`config.mk`:
```
export PLATFORM = sky130hd
export DESIGN_NAME = kmeans_centroid_update_k4n2_flat
export DESIGN_NICKNAME = d
export VERILOG_FILES = /design/src/rtl/kmeans_centroid_update_k4n2_if.sv /design/src/rtl/kmeans_centroid_update_k4n2.sv /design/src/flat_wrapper.sv
export SDC_FILE = /design/constraint.sdc
export NUM_CORES = 1
export LEC_CHECK = 0
export CAP_MARGIN = 20
export CORE_MARGIN = 2
export CORE_UTILIZATION = 40
export DETAILED_ROUTE_END_ITERATION = 10
export PLACE_DENSITY = 0.66
export SLEW_MARGIN = 20
export SYNTH_ARGS = -nofsm -noshare
export SYNTH_HDL_FRONTEND = slang
export SYNTH_SLANG_ARGS = --single-unit
```
`constraint.sdc`:
```
create_clock -name clk -period 3.17 [get_ports clk]
set_clock_uncertainty 0.05 [all_clocks]
set_input_delay 0.634 -clock clk [delete_from_list [all_inputs] [get_ports clk]]
set_output_delay 0.634 -clock clk [all_outputs]
set_load 0.02 [all_outputs]
```
`src/rtl/kmeans_centroid_update_k4n2_if.sv`:
```
// Bus between the k=4, 2-dim centroid updater and its controller/accumulator.
// k[c][d] / new_k[c][d] carry coordinate d of centroid c.
interface kmeans_centroid_update_k4n2_if #(
    parameter int input_data_width         = 8,
    parameter int input_data_qty_bit_width = 8,
    parameter int acc_width                = 16
);
    logic                                   start;
    logic [3:0][1:0][input_data_width-1:0] k;
    logic                                   rd_acc_en;
    logic [1:0]                             rd_acc_centroid;
    logic [acc_width-1:0]                   acc0_output;
    logic [acc_width-1:0]                   acc1_output;
    logic [input_data_qty_bit_width-1:0]    acc_counter_output;
    logic                                   acc_rst;
    logic [3:0][1:0][input_data_width-1:0] new_k;
    logic                                   busy;
    logic                                   done;
    logic                                   changed;

    modport master (
        output start, k, acc0_output, acc1_output, acc_counter_output,
        input  rd_acc_en, rd_acc_centroid, acc_rst, new_k, busy, done, changed
    );

    modport slave (
        input  start, k, acc0_output, acc1_output, acc_counter_output,
        output rd_acc_en, rd_acc_centroid, acc_rst, new_k, busy, done, changed
    );
endinterface

```
`src/rtl/kmeans_centroid_update_k4n2.sv`:
```
// Sweeps the 4 accumulator lines, divides sums by counts (restoring, one divider
// per dimension), writes new centroids, clears the accumulators, reports motion.
module kmeans_centroid_update_k4n2 #(
    parameter int input_data_width         = 8,
    parameter int input_data_qty_bit_width = 8,
    parameter int acc_width                = 16
) (
    input  logic clk,
    input  logic rst,
    kmeans_centroid_update_k4n2_if.slave bus
);
    localparam int DW = input_data_width;
    localparam int QW = input_data_qty_bit_width;
    localparam int AW = acc_width;
    localparam int CW = $clog2(AW);

    typedef enum logic [2:0] {S_IDLE, S_RD, S_DIV, S_WR, S_CLR, S_DONE} state_t;

    state_t                     r_state, w_next;
    logic [1:0]                 r_c, w_next_c;
    logic [CW-1:0]              r_div_cnt;
    logic [QW-1:0]              r_cnt;
    logic [1:0][AW-1:0]         r_quo, w_quo_nxt;
    logic [1:0][AW-1:0]         r_rem, w_rem_nxt;
    logic [1:0][AW:0]           w_sh;
    logic [AW:0]                w_dvs;
    logic [1:0][DW-1:0]         w_wval;
    logic                       w_diff;

    logic                       r_rd_acc_en, r_acc_rst, r_busy, r_done, r_changed;
    logic [1:0]                 r_rd_acc_centroid;
    logic [3:0][1:0][DW-1:0]    r_new_k;

    assign w_dvs = {1'b0, AW'(r_cnt)};

    always_comb begin
        w_next   = r_state;
        w_next_c = r_c;
        case (r_state)
            S_IDLE: if (bus.start) begin
                w_next   = S_RD;
                w_next_c = 2'd0;
            end
            S_RD:   w_next = (bus.acc_counter_output == '0) ? S_WR : S_DIV;
            S_DIV:  if (r_div_cnt == CW'(AW-1)) w_next = S_WR;
            S_WR:   if (r_c == 2'd3) w_next = S_CLR;
                    else begin
                        w_next   = S_RD;
                        w_next_c = r_c + 2'd1;
                    end
            S_CLR:  w_next = S_DONE;
            S_DONE: w_next = S_IDLE;
            default: w_next = S_IDLE;
        endcase
    end

    // One restoring step per dimension; the quotient register shifts the dividend out at the top.
    always_comb begin
        w_sh      = '0;
        w_rem_nxt = '0;
        w_quo_nxt = '0;
        w_wval    = '0;
        w_diff    = 1'b0;
        for (int d = 0; d < 2; d++) begin
            w_sh[d] = {r_rem[d], r_quo[d][AW-1]};
            if (w_sh[d] >= w_dvs) begin
                w_rem_nxt[d] = AW'(w_sh[d] - w_dvs);
                w_quo_nxt[d] = {r_quo[d][AW-2:0], 1'b1};
            end else begin
                w_rem_nxt[d] = w_sh[d][AW-1:0];
                w_quo_nxt[d] = {r_quo[d][AW-2:0], 1'b0};
            end
            if (r_cnt == '0)                w_wval[d] = bus.k[r_c][d];
            else if ((r_quo[d] >> DW) != '0) w_wval[d] = '1;
            else                            w_wval[d] = r_quo[d][DW-1:0];
            if (w_wval[d] != bus.k[r_c][d]) w_diff = 1'b1;
        end
    end

    // Control outputs are registered images of the state being entered.
    always_ff @(posedge clk) begin
        if (rst) begin
            r_state           <= S_IDLE;
            r_c               <= 2'd0;
            r_div_cnt         <= '0;
            r_cnt             <= '0;
            r_quo             <= '0;
            r_rem             <= '0;
            r_rd_acc_en       <= 1'b0;
            r_rd_acc_centroid <= 2'd0;
            r_acc_rst         <= 1'b0;
            r_busy            <= 1'b0;
            r_done            <= 1'b0;
            r_changed         <= 1'b0;
            r_new_k           <= '0;
        end else begin
            r_state           <= w_next;
            r_c               <= w_next_c;
            r_rd_acc_en       <= (w_next == S_RD);
            r_rd_acc_centroid <= w_next_c;
            r_acc_rst         <= (w_next == S_CLR);
            r_done            <= (w_next == S_DONE);
            r_busy            <= (w_next != S_IDLE);
            case (r_state)
                S_IDLE: if (bus.start) r_changed <= 1'b0;
                S_RD: begin
                    r_cnt     <= bus.acc_counter_output;
                    r_quo[0]  <= bus.acc0_output;
                    r_quo[1]  <= bus.acc1_output;
                    r_rem     <= '0;
                    r_div_cnt <= '0;
                end
                S_DIV: begin
                    r_quo     <= w_quo_nxt;
                    r_rem     <= w_rem_nxt;
                    r_div_cnt <= r_div_cnt + CW'(1);
                end
                S_WR: begin
                    r_new_k[r_c] <= w_wval;
                    if (w_diff) r_changed <= 1'b1;
                end
                default: ;
            endcase
        end
    end

    assign bus.rd_acc_en       = r_rd_acc_en;
    assign bus.rd_acc_centroid = r_rd_acc_centroid;
    assign bus.acc_rst         = r_acc_rst;
    assign bus.busy            = r_busy;
    assign bus.done            = r_done;
    assign bus.changed         = r_changed;
    assign bus.new_k           = r_new_k;
endmodule

```
`src/flat_wrapper.sv`:
```
// flat-port wrapper written by rule: the top's interface ports become plain ports
module kmeans_centroid_update_k4n2_flat 
#(
    parameter int input_data_width         = 8,
    parameter int input_data_qty_bit_width = 8,
    parameter int acc_width                = 16
)
  (clk, rst, bus_start, bus_k, bus_acc0_output, bus_acc1_output, bus_acc_counter_output, bus_rd_acc_en, bus_rd_acc_centroid, bus_acc_rst, bus_new_k, bus_busy, bus_done, bus_changed);
  kmeans_centroid_update_k4n2_if #(.input_data_width(input_data_width), .input_data_qty_bit_width(input_data_qty_bit_width), .acc_width(acc_width)) bus_i ();
  input  logic clk;
  input  logic rst;
  input wire logic [$bits(bus_i.start)-1:0] bus_start;
  input wire logic [$bits(bus_i.k)-1:0] bus_k;
  input wire logic [$bits(bus_i.acc0_output)-1:0] bus_acc0_output;
  input wire logic [$bits(bus_i.acc1_output)-1:0] bus_acc1_output;
  input wire logic [$bits(bus_i.acc_counter_output)-1:0] bus_acc_counter_output;
  output wire logic [$bits(bus_i.rd_acc_en)-1:0] bus_rd_acc_en;
  output wire logic [$bits(bus_i.rd_acc_centroid)-1:0] bus_rd_acc_centroid;
  output wire logic [$bits(bus_i.acc_rst)-1:0] bus_acc_rst;
  output wire logic [$bits(bus_i.new_k)-1:0] bus_new_k;
  output wire logic [$bits(bus_i.busy)-1:0] bus_busy;
  output wire logic [$bits(bus_i.done)-1:0] bus_done;
  output wire logic [$bits(bus_i.changed)-1:0] bus_changed;
  assign bus_i.start = bus_start;
  assign bus_i.k = bus_k;
  assign bus_i.acc0_output = bus_acc0_output;
  assign bus_i.acc1_output = bus_acc1_output;
  assign bus_i.acc_counter_output = bus_acc_counter_output;
  assign bus_rd_acc_en = bus_i.rd_acc_en;
  assign bus_rd_acc_centroid = bus_i.rd_acc_centroid;
  assign bus_acc_rst = bus_i.acc_rst;
  assign bus_new_k = bus_i.new_k;
  assign bus_busy = bus_i.busy;
  assign bus_done = bus_i.done;
  assign bus_changed = bus_i.changed;
  kmeans_centroid_update_k4n2 #(.input_data_width(input_data_width), .input_data_qty_bit_width(input_data_qty_bit_width), .acc_width(acc_width)) u_core (.clk(clk), .rst(rst), .bus(bus_i));
endmodule
```
After elaboration in Yosys (flattened, before gate mapping)

Cells that the tools add are included.

Register bits after elaboration: 150
Latch bits: 0
RAM bits: 0
Memory bits (read-only): 0
Bits of input ports: 107
Output and inout bits: 71
Word-level logic and storage cells: 83
Memories: 0

Add/sub/neg operators: 4
Multipliers: 0
Div/mod/pow operators: 0
Order comparisons: 4
Equal/unequal tests: 14
Shift operators: 0
Multiplexer cells: 29
Bitwise gates (word level): 0
Reduce and logical (&&, ||, !) cells: 11

Operator list:

| cell                                                                  | count |
|---|---|
| 32-bit one-hot mux with 2 select lines                                | 2 |
| 64-bit bitwise mux                                                    | 1 |
| 16-bit two-way mux                                                    | 4 |
| 17-bit by 8-bit >= comparator with 1-bit output                       | 2 |
| 16-bit binary-select mux with 2-bit select                            | 1 |
| 16-bit demux with 2-bit select                                        | 1 |
| 8-bit two-way mux                                                     | 4 |
| 16-bit nonzero test                                                   | 2 |
| 16-bit by 8-bit subtractor with 16-bit output                         | 2 |
| 8-bit zero test                                                       | 2 |
| 8-bit != test                                                         | 2 |
| 3-bit one-hot mux with 5 select lines                                 | 1 |
| 3-bit equality test, second input constant                            | 3 |
| 3-bit two-way mux                                                     | 3 |
| 4-bit one-hot mux with 2 select lines                                 | 1 |
| 1-bit two-way mux                                                     | 7 |
| 3-bit by 1-bit equality test with 1-bit output, second input constant | 2 |
| 3-bit by 2-bit equality test with 1-bit output, second input constant | 2 |
| 3-bit AND reduction                                                   | 2 |
| 4-bit by 1-bit adder with 4-bit output, second input constant         | 1 |
| 4-bit equality test, second input constant                            | 1 |
| 2-bit two-way mux                                                     | 2 |
| 2-bit != test, second input constant                                  | 2 |
| 2-bit one-hot mux with 2 select lines                                 | 1 |
| other kinds (10)                                                      | 11 |

Depth between registers and ports, before layout

Depth in word-level cells: 8
Depth in mapped cells: 10

Worst setup path after synthesis

OpenSTA, ideal clock, no wires.

Path kind: reg2reg
From: register u_core.r_cnt[1]
To: register u_core.r_rem[27] (netlist bit)
Arrival: 2.257 ns
Setup slack: 0.746 ns
Stages on the path, launching flop included: 10
Cells stage by stage: dfxtp_1 -> inv_1 -> ha_1 -> nor2b_1 -> o31ai_1 -> a211oi_1 -> a211oi_1 -> nand3_1 -> xnor2_1 -> a22o_1

Longest elaborated chain between the ends: 3

RTL lines:

| what                                                                                                                    | line                                                                 | RTL |
|---|---|---|
| from (decl)                                                                                                             | kmeans_centroid_update_k4n2.sv:22                                    | `logic [QW-1:0] r_cnt;` |
| from (signal assigned)                                                                                                  | kmeans_centroid_update_k4n2.sv:107                                   | `r_cnt <= bus.acc_counter_output;` |
| 16-bit by 8-bit subtractor with 16-bit output / 17-bit by 8-bit >= comparator with 1-bit output (equally long branches) | kmeans_centroid_update_k4n2.sv:67, kmeans_centroid_update_k4n2.sv:66 |  |
| 16-bit two-way mux *                                                                                                    | kmeans_centroid_update_k4n2.sv:66                                    | `if (w_sh[d] >= w_dvs) begin` |
| 32-bit one-hot mux with 2 select lines *                                                                                | kmeans_centroid_update_k4n2.sv:104                                   | `case (r_state)` |
| to (signal assigned)                                                                                                    | kmeans_centroid_update_k4n2.sv:115                                   | `r_rem <= w_rem_nxt;` |
| to (decl)                                                                                                               | kmeans_centroid_update_k4n2.sv:24                                    | `logic [1:0][AW-1:0] r_rem, w_rem_nxt;` |

Every way passes the cells marked *; elsewhere a longest branch is shown, timed or not.
A chain may end at the register's enable or synchronous reset.

Worst setup path after layout

From: register u_core.r_cnt[1]
To: register u_core.r_rem[6] (netlist bit)

Same word-level chain as after synthesis.

==> metrics.cfg <==
[cts]
ctsHoldBuffers = 0
cts_buffers = 17
cts_buffer_depth = 2
clkLatencyLatePin_ns = 0.43
cts_setup_buffers = 0
ctsResizeCount = 0
cts_sinks = 150
cts_tree = done
cts_max_level = 4
root_buffer = clkbuf_16
path_clk_slew_ns = 0.07

[yosys]
synthArstFlopShare_pct = 0
avgSynthCellArea_um2 = 8.23
yosys_warnings = 0
synth_nets = 1049
yosysUniqueCellTypes = 69
synth_area_mm2 = 0.00757
synth-seq-cells = 150
postSynthCellCount = 919
synth_ff_type = dfxtp_1
ys_seq_area_share_pct = 39.7
synth_edf_count = 0

[route]
routed_wl_mm = 24.1
drtPass1Iterations = 5
wl_per_cell_um = 18.0
via_per_inst = 5.47
vias = 7316
drtAntennaViolNets = 0
drt-initial-drc-count = 469
drc = 0

[global_routing]
grt_usage_pct = 24.5
grt_pass1_wl_mm = 38.4
use_met1_pct = 31.2
grt_overflow = 0
met2_usage_pct = 41.1
grtUsageMet3_pct = 6.48
grt_pass1_vias = 7190
top_usage_layer = met2
grt_max_degree = 63
antenna_found_initial = 1

[job]
maxCapViolCount = 0

[place]
gp_congestion = 0.925
io_buffer_count = 177
dp_hpwl_mm = 17.8

[floorplanning]
initial_utilization_pct = 40.6
dieArea_mm2 = 0.0200
num_io_pins = 178
dieWidth_um = 142
core_mm2 = 0.0186
rows = 50
die-height_um = 142

[worst_setup_path]
critPathKind = flop to flop
cpLargestDelayFamily = compound AO/OA/AOI/OAI gates
cp-end-kind = flop
cp_data_arrival_time_ns = 2.91
max_stage_delay_ns = 0.44
worstPathCellList = inv_1, ha_1, nor2b_1, o2111ai_1, a31oi_1, o211a_1, nor3b_1, buf_4, mux2i_1, o21ai_0
start_kind = flop
cp.required_ns = 3.42
cp_slowest_cell = dfxtp_1
cp.buffers_inverters = 2
crit_fanout = 5

[sta]
tns_ns = 0
finalCritPeriodShare_pct = 83.8
setup_violations = 0
timing.slew.headroom_pct = 47.7
worstMarginPinSlew_ns = 0.781
rsz0062_at_grt = false
hold_viol = 0
clock.fmax_ghz = 0.376
final_max_slew_viol_count = 0
min_period_ns = 2.66

[power]
power_density_mw_per_mm2 = 565
p_leak_nw = 3.83
vdd_ir_drop_max_mv = 0.374
finalPower_mw = 5.75

[cells_and_area]
fin_nets = 1222
fillerInstances = 1699
drive_gt1_share_pct = 8.51
syn2layout_area_growth_pct = 34.6
num_antenna_cells = 0

[worst_hold_path]
worstHoldPathType = flop to flop

[run_status]
status = finished clean

[metrics by stage]
stage	area [um2]	hold slack (ns)	worst slack, ns	util, %	std cells
final	10200	0.404	0.512	54.6	1338
after CTS	10200	0.408	0.519	54.6	1338
after global routing	10200	0.429	0.209	54.6	1338
after detailed placement	9610	0.393	0.396	51.5	1307
after floorplan	7570	0.367	0.746	-	919
after global placement	9610	0.387	0.418	51.5	1307
[cell usage in the layout (no fill, tap or decap), types with 5 or more instances in the layout]
master,synthesis,final
dfxtp_1,150,150
xor2_1,9,9
a22o_1,7,7
a21oi_1,92,92
clkdlybuf4s50_1,0,176
and2_1,5,5
nor2b_1,6,6
buf_4,0,29
o21ai_0,34,34
or4_1,5,5
nor4_1,14,14
ha_1,21,21
nand3_1,25,25
nor2_1,167,167
clkbuf_16,0,17
nor3_1,34,34
nand2_1,87,87
mux2_2,5,5
o21a_1,9,9
o22ai_1,37,37
mux4_2,13,13
xnor2_1,13,13
o21ai_1,5,5
a211oi_1,7,7
o211ai_1,5,5
inv_1,26,26
mux2i_1,23,23
[state kept, by name, summed over array words and instances (netlist names), 2 cells and up]
register	flops
u_core.r_quo	32
u_core.r_rem	32
u_core.r_div_cnt	4
u_core.r_cnt	8
u_core.bus.rd_acc_centroid	2
u_core.bus.new_k	64
u_core.r_state	3
[worst reg2reg max path, delay by kind of cell, from the launching register on]
family	cells	cell delay [ns]
AOI/OAI and AO/OA	4	0.78
adders and majority gates	1	0.30
buffers and inverters	2	0.32
DFF	1	0.44
muxes	1	0.18
and+or+nand+nor	2	0.46
[where the power goes]
group,switching (mW),leakage (nW),internal (mW)
clock,0.869,0.278,1.16
sequential,0.103,1.22,1.98
combinational,0.916,2.33,0.720
total,1.89,3.83,3.87
[Yosys cell counts (all sizes together) (5+ instances only)]
| cell | instances | area, um2 |
|---|---|---|
| nor2 | 168 | 633 |
| inv | 26 | 97.6 |
| nor2b | 6 | 37.5 |
| xnor2 | 13 | 114 |
| o211ai | 5 | 37.5 |
| o21ai | 39 | 195 |
| buf | 11 | 70.1 |
| nor4 | 15 | 109 |
| nor3 | 35 | 180 |
| mux2i | 23 | 230 |
| or4 | 5 | 37.5 |
| mux4 | 13 | 293 |
| a211oi | 7 | 52.6 |
| ha | 21 | 263 |
| o22ai | 37 | 231 |
| nand2 | 87 | 327 |
| a22o | 7 | 61.3 |
| a21oi | 92 | 460 |
| and2 | 5 | 31.3 |
| xor2 | 9 | 78.8 |
| clkbuf | 39 | 156 |
| nand3 | 25 | 125 |
| dfxtp | 150 | 3000 |
| mux2 | 5 | 56.3 |
| o21a | 9 | 67.6 |
[metal layers]
metal  share of wire (%)  vias to the layer above  routed length, um
met5               0.046                        -                 11
li1                    -                     3610                  -
met4                 1.7                        2                415
met1                  43                     3451              10400
met3                 6.3                       32               1530
met2                  49                      221              11800
[cell families after synthesis]
group / count (synthesis) / synth area share [%]
compound gates: 236 / 19.8
mux: 41 / 7.66
flops: 150 / 39.7
xor+xnor: 22 / 2.55
fa+ha+maj: 23 / 4.00
buf+inv: 78 / 4.50
simple gates: 369 / 21.8
[worst paths after layout]
path                    start               end  slack [ns]  cells after the start
min reg2reg  u_core.r_rem[31]  u_core.r_rem[31]        0.40                      2
max           u_core.r_cnt[1]   u_core.r_rem[6]        0.51                     10
max reg2reg   u_core.r_cnt[1]   u_core.r_rem[6]        0.51                     10
min          u_core.r_rem[31]  u_core.r_rem[31]        0.40                      2
[layout make-up]
cell class | count | area (um2) | share of cell area [%]
repair buffers | 205 | 1980 | 19.4
flip-flops and latches | 150 | 3000 | 29.5
clock inverters | 14 | 153 | 1.50
inverters | 27 | 101 | 0.995
well taps | 234 | 293 | 2.88
multi-input cells | 691 | 4230 | 41.5
clock buffers | 17 | 425 | 4.18
Power figures use the tool's default switching activity.
